**src/rtl/vga_timing_fsm.sv**
```systemverilog
// rtl/vga_timing_fsm.sv - VGA raster timing generator gating a pixel stream; optional VGA_TIMING_UNDERFLOW_CNT_EN adds an underflow counter
module vga_timing_fsm #(
    parameter int RedWidth    = 5,
    parameter int GreenWidth  = 6,
    parameter int BlueWidth   = 5,
    parameter int HCountWidth = 32,
    parameter int VCountWidth = 32
) (
    input  logic                   clk_i,
    input  logic                   rst_i,
    input  logic                   fsm_en_i,
    input  logic                   enable_i,
    input  logic                   hsync_pol_i,
    input  logic                   vsync_pol_i,
    input  logic [HCountWidth-1:0] h_visible_i,
    input  logic [HCountWidth-1:0] h_front_i,
    input  logic [HCountWidth-1:0] h_sync_i,
    input  logic [HCountWidth-1:0] h_back_i,
    input  logic [VCountWidth-1:0] v_visible_i,
    input  logic [VCountWidth-1:0] v_front_i,
    input  logic [VCountWidth-1:0] v_sync_i,
    input  logic [VCountWidth-1:0] v_back_i,
    input  logic [RedWidth-1:0]    red_i,
    input  logic [GreenWidth-1:0]  green_i,
    input  logic [BlueWidth-1:0]   blue_i,
    input  logic                   valid_i,
`ifdef VGA_TIMING_UNDERFLOW_CNT_EN
    output logic [15:0]            underflow_cnt_o,
`endif
    output logic                   ready_o,
    output logic                   hsync_o,
    output logic                   vsync_o,
    output logic [RedWidth-1:0]    red_o,
    output logic [GreenWidth-1:0]  green_o,
    output logic [BlueWidth-1:0]   blue_o
);

    typedef enum logic [1:0] {S_VISIBLE, S_FRONT, S_SYNC, S_BACK} region_e;

    localparam logic [HCountWidth-1:0] HOne = 1;
    localparam logic [VCountWidth-1:0] VOne = 1;

    logic [HCountWidth-1:0] h_cnt_q, h_cnt_d, h_b1, h_b2, h_b3, h_tot;
    logic [VCountWidth-1:0] v_cnt_q, v_cnt_d, v_b1, v_b2, v_b3, v_tot;
    logic [RedWidth-1:0]    red_q, red_d;
    logic [GreenWidth-1:0]  green_q, green_d;
    logic [BlueWidth-1:0]   blue_q, blue_d;
    logic                   hsync_q, hsync_d, vsync_q, vsync_d;
    region_e                h_region, v_region;
    logic                   advance, active, in_hsync, in_vsync;

    // Cumulative region boundaries, truncated to counter width
    assign h_b1  = h_visible_i;
    assign h_b2  = h_b1 + h_front_i;
    assign h_b3  = h_b2 + h_sync_i;
    assign h_tot = h_b3 + h_back_i;
    assign v_b1  = v_visible_i;
    assign v_b2  = v_b1 + v_front_i;
    assign v_b3  = v_b2 + v_sync_i;
    assign v_tot = v_b3 + v_back_i;

    // Decode current region from counters; zero-length regions fall through
    always_comb begin
        h_region = S_BACK;
        if (h_cnt_q < h_b1)      h_region = S_VISIBLE;
        else if (h_cnt_q < h_b2) h_region = S_FRONT;
        else if (h_cnt_q < h_b3) h_region = S_SYNC;
        v_region = S_BACK;
        if (v_cnt_q < v_b1)      v_region = S_VISIBLE;
        else if (v_cnt_q < v_b2) v_region = S_FRONT;
        else if (v_cnt_q < v_b3) v_region = S_SYNC;
    end

    assign advance  = enable_i && fsm_en_i;
    assign active   = (h_region == S_VISIBLE) && (v_region == S_VISIBLE);
    assign in_hsync = (h_tot != '0) && (h_region == S_SYNC);
    assign in_vsync = (v_tot != '0) && (v_region == S_SYNC);
    assign ready_o  = advance && active;

    // Next counters and registered pins; everything holds between advancing cycles
    always_comb begin
        h_cnt_d = h_cnt_q;
        v_cnt_d = v_cnt_q;
        red_d   = red_q;
        green_d = green_q;
        blue_d  = blue_q;
        hsync_d = hsync_q;
        vsync_d = vsync_q;
        if (!enable_i) begin
            h_cnt_d = '0;
            v_cnt_d = '0;
            red_d   = '0;
            green_d = '0;
            blue_d  = '0;
            hsync_d = ~hsync_pol_i;
            vsync_d = ~vsync_pol_i;
        end else if (fsm_en_i) begin
            // An underflowed slot is shown black and never retried
            red_d   = (active && valid_i) ? red_i   : '0;
            green_d = (active && valid_i) ? green_i : '0;
            blue_d  = (active && valid_i) ? blue_i  : '0;
            hsync_d = in_hsync ? hsync_pol_i : ~hsync_pol_i;
            vsync_d = in_vsync ? vsync_pol_i : ~vsync_pol_i;
            if (h_tot == '0) begin
                h_cnt_d = '0;
            end else if (h_cnt_q >= h_tot - HOne) begin
                // >= so a counter stranded past a shrunken total recovers
                h_cnt_d = '0;
                if (v_tot == '0 || v_cnt_q >= v_tot - VOne) v_cnt_d = '0;
                else                                        v_cnt_d = v_cnt_q + VOne;
            end else begin
                h_cnt_d = h_cnt_q + HOne;
            end
        end
    end

    // State and output registers
    always_ff @(posedge clk_i or posedge rst_i) begin
        if (rst_i) begin
            h_cnt_q <= '0;
            v_cnt_q <= '0;
            red_q   <= '0;
            green_q <= '0;
            blue_q  <= '0;
            hsync_q <= 1'b0;
            vsync_q <= 1'b0;
        end else begin
            h_cnt_q <= h_cnt_d;
            v_cnt_q <= v_cnt_d;
            red_q   <= red_d;
            green_q <= green_d;
            blue_q  <= blue_d;
            hsync_q <= hsync_d;
            vsync_q <= vsync_d;
        end
    end

    assign hsync_o = hsync_q;
    assign vsync_o = vsync_q;
    assign red_o   = red_q;
    assign green_o = green_q;
    assign blue_o  = blue_q;

`ifdef VGA_TIMING_UNDERFLOW_CNT_EN
    logic [15:0] uf_cnt_q, uf_cnt_d;

    // Saturating count of active slots with no pixel available
    always_comb begin
        uf_cnt_d = uf_cnt_q;
        if (!enable_i) uf_cnt_d = '0;
        else if (advance && active && !valid_i && uf_cnt_q != 16'hFFFF) uf_cnt_d = uf_cnt_q + 16'd1;
    end

    // Underflow counter register
    always_ff @(posedge clk_i or posedge rst_i) begin
        if (rst_i) uf_cnt_q <= '0;
        else       uf_cnt_q <= uf_cnt_d;
    end

    assign underflow_cnt_o = uf_cnt_q;
`endif

endmodule

```
**config.mk**
```make
export PLATFORM = sky130hd
export DESIGN_NAME = vga_timing_fsm
export DESIGN_NICKNAME = d
export VERILOG_FILES = /design/src/rtl/vga_timing_fsm.sv
export SDC_FILE = /design/constraint.sdc
export NUM_CORES = 1
export LEC_CHECK = 0
export ABC_AREA = 1
export BUFFER_PORTS_ARGS = -buffer_cell sky130_fd_sc_hd__buf_2
export CAP_MARGIN = 10
export CORE_MARGIN = 3
export CORE_UTILIZATION = 61
export DETAILED_ROUTE_END_ITERATION = 10
export PLACE_DENSITY = 0.92
export SKIP_LAST_GASP = 1
export SLEW_MARGIN = 20
export SYNTH_ARGS = -nofsm -noshare
export SYNTH_HDL_FRONTEND = slang
export SYNTH_SLANG_ARGS = --single-unit
```
**constraint.sdc**
```tcl
create_clock -name clk_i -period 3.88 [get_ports clk_i]
set_input_delay 0.388 -clock clk_i [delete_from_list [all_inputs] [get_ports clk_i]]
set_output_delay 0.388 -clock clk_i [all_outputs]
set_load 0.02 [all_outputs]
```
==> results.json, run 1 <==
{
  "h-tree-depth": 3,
  "synthArstFlopShare_pct": 100,
  "yosysUniqueCellTypes": 57,
  "num_io_pins": 298,
  "rows": 68,
  "synth_top_area_share_pct": 25.4,
  "grt_pass1_vias": 46700,
  "synth_area_leaders": "ha_1 25%, nand2_1 15%, inv_1 9.6%",
  "post_dp_cell_area_sq_um": 30500,
  "synth_common_cells": "852 x nand2_1, 564 x inv_1, 448 x ha_1, 336 x a21oi_1, 254 x nor2_1",
  "synth_most_common_cell": "nand2_1",
  "holdBufCountCts": 0,
  "gp_congestion": 1.10,
  "synthCells": 3500,
  "grt_max_degree": 58,
  "start_util_pct": 62.9,
  "outcome": "did not finish",
  "ys_warn_count": 0,
  "post-dp-hpwl_mm": 83.8,
  "synthFlopType": "dfrtp_1",
  "syn_area_sq_um": 22000,
  "syn_avg_cell_area_sq_um": 6.30,
  "cts_sinks": 82,
  "cts-root-buf": "clkbuf_16",
  "port_buffers": 297,
  "grt_pass1_wl_mm": 296,
  "synth_seq_cells": 82,
  "globalRouteOverflowTotal": 2793,
  "yosys.area.top_type": "ha_1",
  "error_line": "[ERROR GRT-0116] Global routing finished with congestion. Check the congestion regions in the DRC Viewer.",
  "lastStage": "global routing",
  "fp.dieH_um": 196,
  "numCtsBuffers": 9,
  "cts_buffer_depth": 2,
  "grt.total_usage_pct": 97.6,
  "synth_nets": 4233,
  "die_x_um": 196,
  "yosysSeqAreaShare_pct": 9.31,
  "synth_enable_flop_cells": 0
}
metal layers:
metal  GRT overflow  global-route usage (%)
met1             58                    87.2
met2           2076                     124
met3             38                    77.8
met4            618                     109
met5              3                    51.7
through the flow:
stage / util, % / worst slack, ns / hold slack (ns) / setup TNS, ns / cells
floorplan: - / -2.80 / 0.489 / -177.83 / 3500
global placement: 87.0 / -3.57 / 0.458 / -229.23 / 5056
CTS: 95.8 / -3.14 / 0.273 / -200.15 / 5167
detailed placement: 87.0 / -4.25 / 0.461 / -271.86 / 5056
cell families after synthesis:
family | Yosys count | share of synthesized area (%)
xor gates and xnor gates | 224 | 9.04
AOI/OAI and AO/OA | 626 | 15.9
and+or+nand+nor | 1520 | 29.4
adders and majority gates | 454 | 26.0
DFF | 82 | 9.31
buffers and inverters | 594 | 10.4
what timing repair did:
item / 4_1_cts
gates resized for setup: 412
pin swaps: 188
gates cloned: 4
endpoints found under the setup margin: 66
setup buffers: 96
==> run 2: changes to the inputs <==
CORE_UTILIZATION = 40   (was 61)
PLACE_DENSITY = unset   (was 0.92)
PLACE_DENSITY_LB_ADDON = 0.15   (was unset)
==> run 2 against run 1 <==
The flow now finishes, with violations (negative setup slack). Synthesized cell count unchanged. Area after synthesis unchanged.
==> results.json, run 2 <==
{
  "globalRouteOverflowTotal": 0,
  "gp_congestion": 0.980,
  "period_needed_ns": 7.15,
  "p_seq_share_pct": 4.1,
  "ys_warn_count": 0,
  "clock_latency_ns": 0.34,
  "p_leak_nw": 19.5,
  "violations": "negative setup slack",
  "synth_area_leaders": "ha_1 25%, nand2_1 15%, inv_1 9.6%",
  "route.detailed.drc": 0,
  "synth_common_cells": "852 x nand2_1, 564 x inv_1, 448 x ha_1, 336 x a21oi_1, 254 x nor2_1",
  "grt.total_usage_pct": 28.4,
  "critPathCapture": "v_cnt_q[15]$_DFFE_PP0P_",
  "p_comb_share_pct": 91.2,
  "crit_top_cell": "buf_4",
  "final_common_cell": "buf_4",
  "post-dp-hpwl_mm": 72.8,
  "pre_cts_ws_ns": -4.01,
  "worst_ep_arrival_time_ns": 7.42,
  "r2r_end": "h_cnt_q[28]$_DFFE_PP0P_",
  "yosys.area.top_type": "ha_1",
  "ff2ff_path_depth": 13,
  "port_buffers": 297,
  "clock-skew-final_ns": 0.00638,
  "hold_path_class": "input pin to async pin",
  "hold-worst-slack_ns": 0.176,
  "path_clk_slew_ns": 0.06,
  "p_switching_mw": 10.3,
  "peakVddDrop_uv": 599,
  "synth_nets": 4233,
  "powerDensity_nw_per_um2": 611,
  "fin_tns_setup_ns": -209.44,
  "die_x_um": 241,
  "post_dp_cell_area_sq_um": 31500,
  "use_met2_pct": 54.1,
  "rows": 85,
  "worstMarginPinSlew_ns": 0.830,
  "fin_area_sq_um": 35300,
  "power_frac_clock_pct": 4.7,
  "final_layout_size_suffix_gt1_share_pct": 38.4,
  "power.total_mw": 21.5,
  "finalMaxSlewViolations": 0,
  "grt_pass1_vias": 26700,
  "h-tree-depth": 3,
  "clock.fmax_mhz": 140,
  "worst_path_max_delay_cell": "ha_2",
  "path_max_fanout": 11,
  "syn2layout_area_growth_pct": 60.2,
  "r2r_setup_slack_ns": 0.54,
  "drt_wl_total_mm": 88.4,
  "synth_most_common_cell": "nand2_1",
  "maxCapViolCount": 0,
  "crit_path_start": "v_visible_i[2]",
  "first_pass_iters": 5,
  "drtIter0Drc": 1348,
  "swShare_pct": 47.8,
  "grt.met1_usage_pct": 34.0,
  "synth_seq_cells": 82,
  "grt_max_degree": 47,
  "holdBufCountCts": 0,
  "cpPeakStageDelay_ns": 0.34,
  "fp.dieH_um": 241,
  "dp_cells": 5392,
  "ant_nets": 0,
  "synthCells": 3500,
  "mostFrequentLayoutCells": "1,003 x buf_4, 760 x nand2_1, 543 x inv_1, 398 x ha_1, 294 x buf_2",
  "p_int_mw": 11.2,
  "cp.required_ns": 4.15,
  "cts_sinks": 82,
  "busiest_layer": "met2",
  "syn_avg_cell_area_sq_um": 6.30,
  "antenna_found_initial": 5,
  "grt_pass1_wl_mm": 132,
  "outcome": "finished with violations",
  "detail_route.vias_per_cell": 5.03,
  "fin_crit_sh_pct": 184,
  "grt_setup_unrepaired": "true",
  "hold_viol": 0,
  "r2r_start": "h_cnt_q[1]$_DFFE_PP0P_",
  "cts_buffer_depth": 2,
  "syn_area_sq_um": 22000,
  "grtUsageMet3_pct": 1.49,
  "fin_ws_ns": -3.27,
  "crit_path_end_kind": "register",
  "via_count": 27700,
  "synth_enable_flop_cells": 0,
  "final_core_util_pct": 65.2,
  "final_nets": 5546,
  "synthArstFlopShare_pct": 100,
  "slew_headroom_pct": 44.3,
  "stdcell_count": 5517,
  "cts-root-buf": "clkbuf_16",
  "tritoncts": "built",
  "setup_viol": 66,
  "start_util_pct": 40.7,
  "yosysSeqAreaShare_pct": 9.31,
  "start_kind": "input pin",
  "yosysUniqueCellTypes": 57,
  "numCtsBuffers": 9,
  "wl_per_cell_um": 16.0,
  "die_area_sq_um": 57900,
  "synth_top_area_share_pct": 25.4,
  "num_io_pins": 298,
  "path_class": "input pin to register",
  "core-area_sq_um": 54100,
  "synthFlopType": "dfrtp_1"
}
-- run 2: area by class of cell --
type / count / area [sq um]
antenna: 3 / 7.51
clock buffer: 10 / 239
clock inverter: 6 / 113
fill: 4929 / 18800
inverter: 571 / 2160
multi-input combinational: 2824 / 20400
sequential: 82 / 2050
tap: 696 / 871
timing repair buffer: 1323 / 9410
timing repair inverter: 2 / 25.0
-- run 2: what timing repair did --
item / CTS / global route
pin swaps: 77 / 158
setup endpoints to repair: 66 / 66
gates resized for setup: 146 / 368
setup buffers: 50 / 52
endpoints found under the hold margin: 0 / 0
gates cloned: 2 / 6
-- run 2: how the worst min path moves through the flow --
stage                            from  slack, ns  cells past startpoint                endpoint
2_1_floorplan  v_cnt_q[0]$_DFFE_PP0P_       0.49                      2  v_cnt_q[0]$_DFFE_PP0P_
3_3_place_gp   green_o[3]$_DFFE_PP0P_       0.46                      2  green_o[3]$_DFFE_PP0P_
3_5_place_dp    blue_o[4]$_DFFE_PP0P_       0.46                      2   blue_o[4]$_DFFE_PP0P_
4_1_cts                         rst_i       0.20                      2   blue_o[4]$_DFFE_PP0P_
5_1_grt                         rst_i       0.23                      2   blue_o[4]$_DFFE_PP0P_
6_report                        rst_i       0.18                      2   blue_o[4]$_DFFE_PP0P_
-- run 2: worst max-delay path: cells and delay by family --
family,cells,cell delay [ns]
AO/OA/AOI/OAI,7,1.08
XOR/XNOR,3,0.49
adder cells (fa/ha/maj),4,1.18
buffers and inverters,17,1.94
AND/OR/NAND/NOR,18,2.32
-- run 2: power by group through the flow --
stage / logic [mW] / clock network, mW / registers, mW
after floorplan: 8.20 / 0 / 0.900
after global placement: 16.6 / 0 / 0.893
after detailed placement: 16.7 / 0 / 0.894
after CTS: 17.7 / 1.03 / 0.878
after global routing: 21.4 / 1.07 / 0.878
final: 19.7 / 1.02 / 0.878
-- run 2: cells by family after synthesis --
logic type | synth area share, %
buf+inv | 10.4
fa+ha+maj | 26.0
flops | 9.31
compound gates | 15.9
xor+xnor | 9.04
simple gates | 29.4
-- run 2: layer usage --
metal	up-vias	wire [um]
met1	12700	37100
met5	-	9
met3	180	2510
met4	2	3590
li1	14300	-
met2	532	45300
Power figures use the tool's default switching activity.
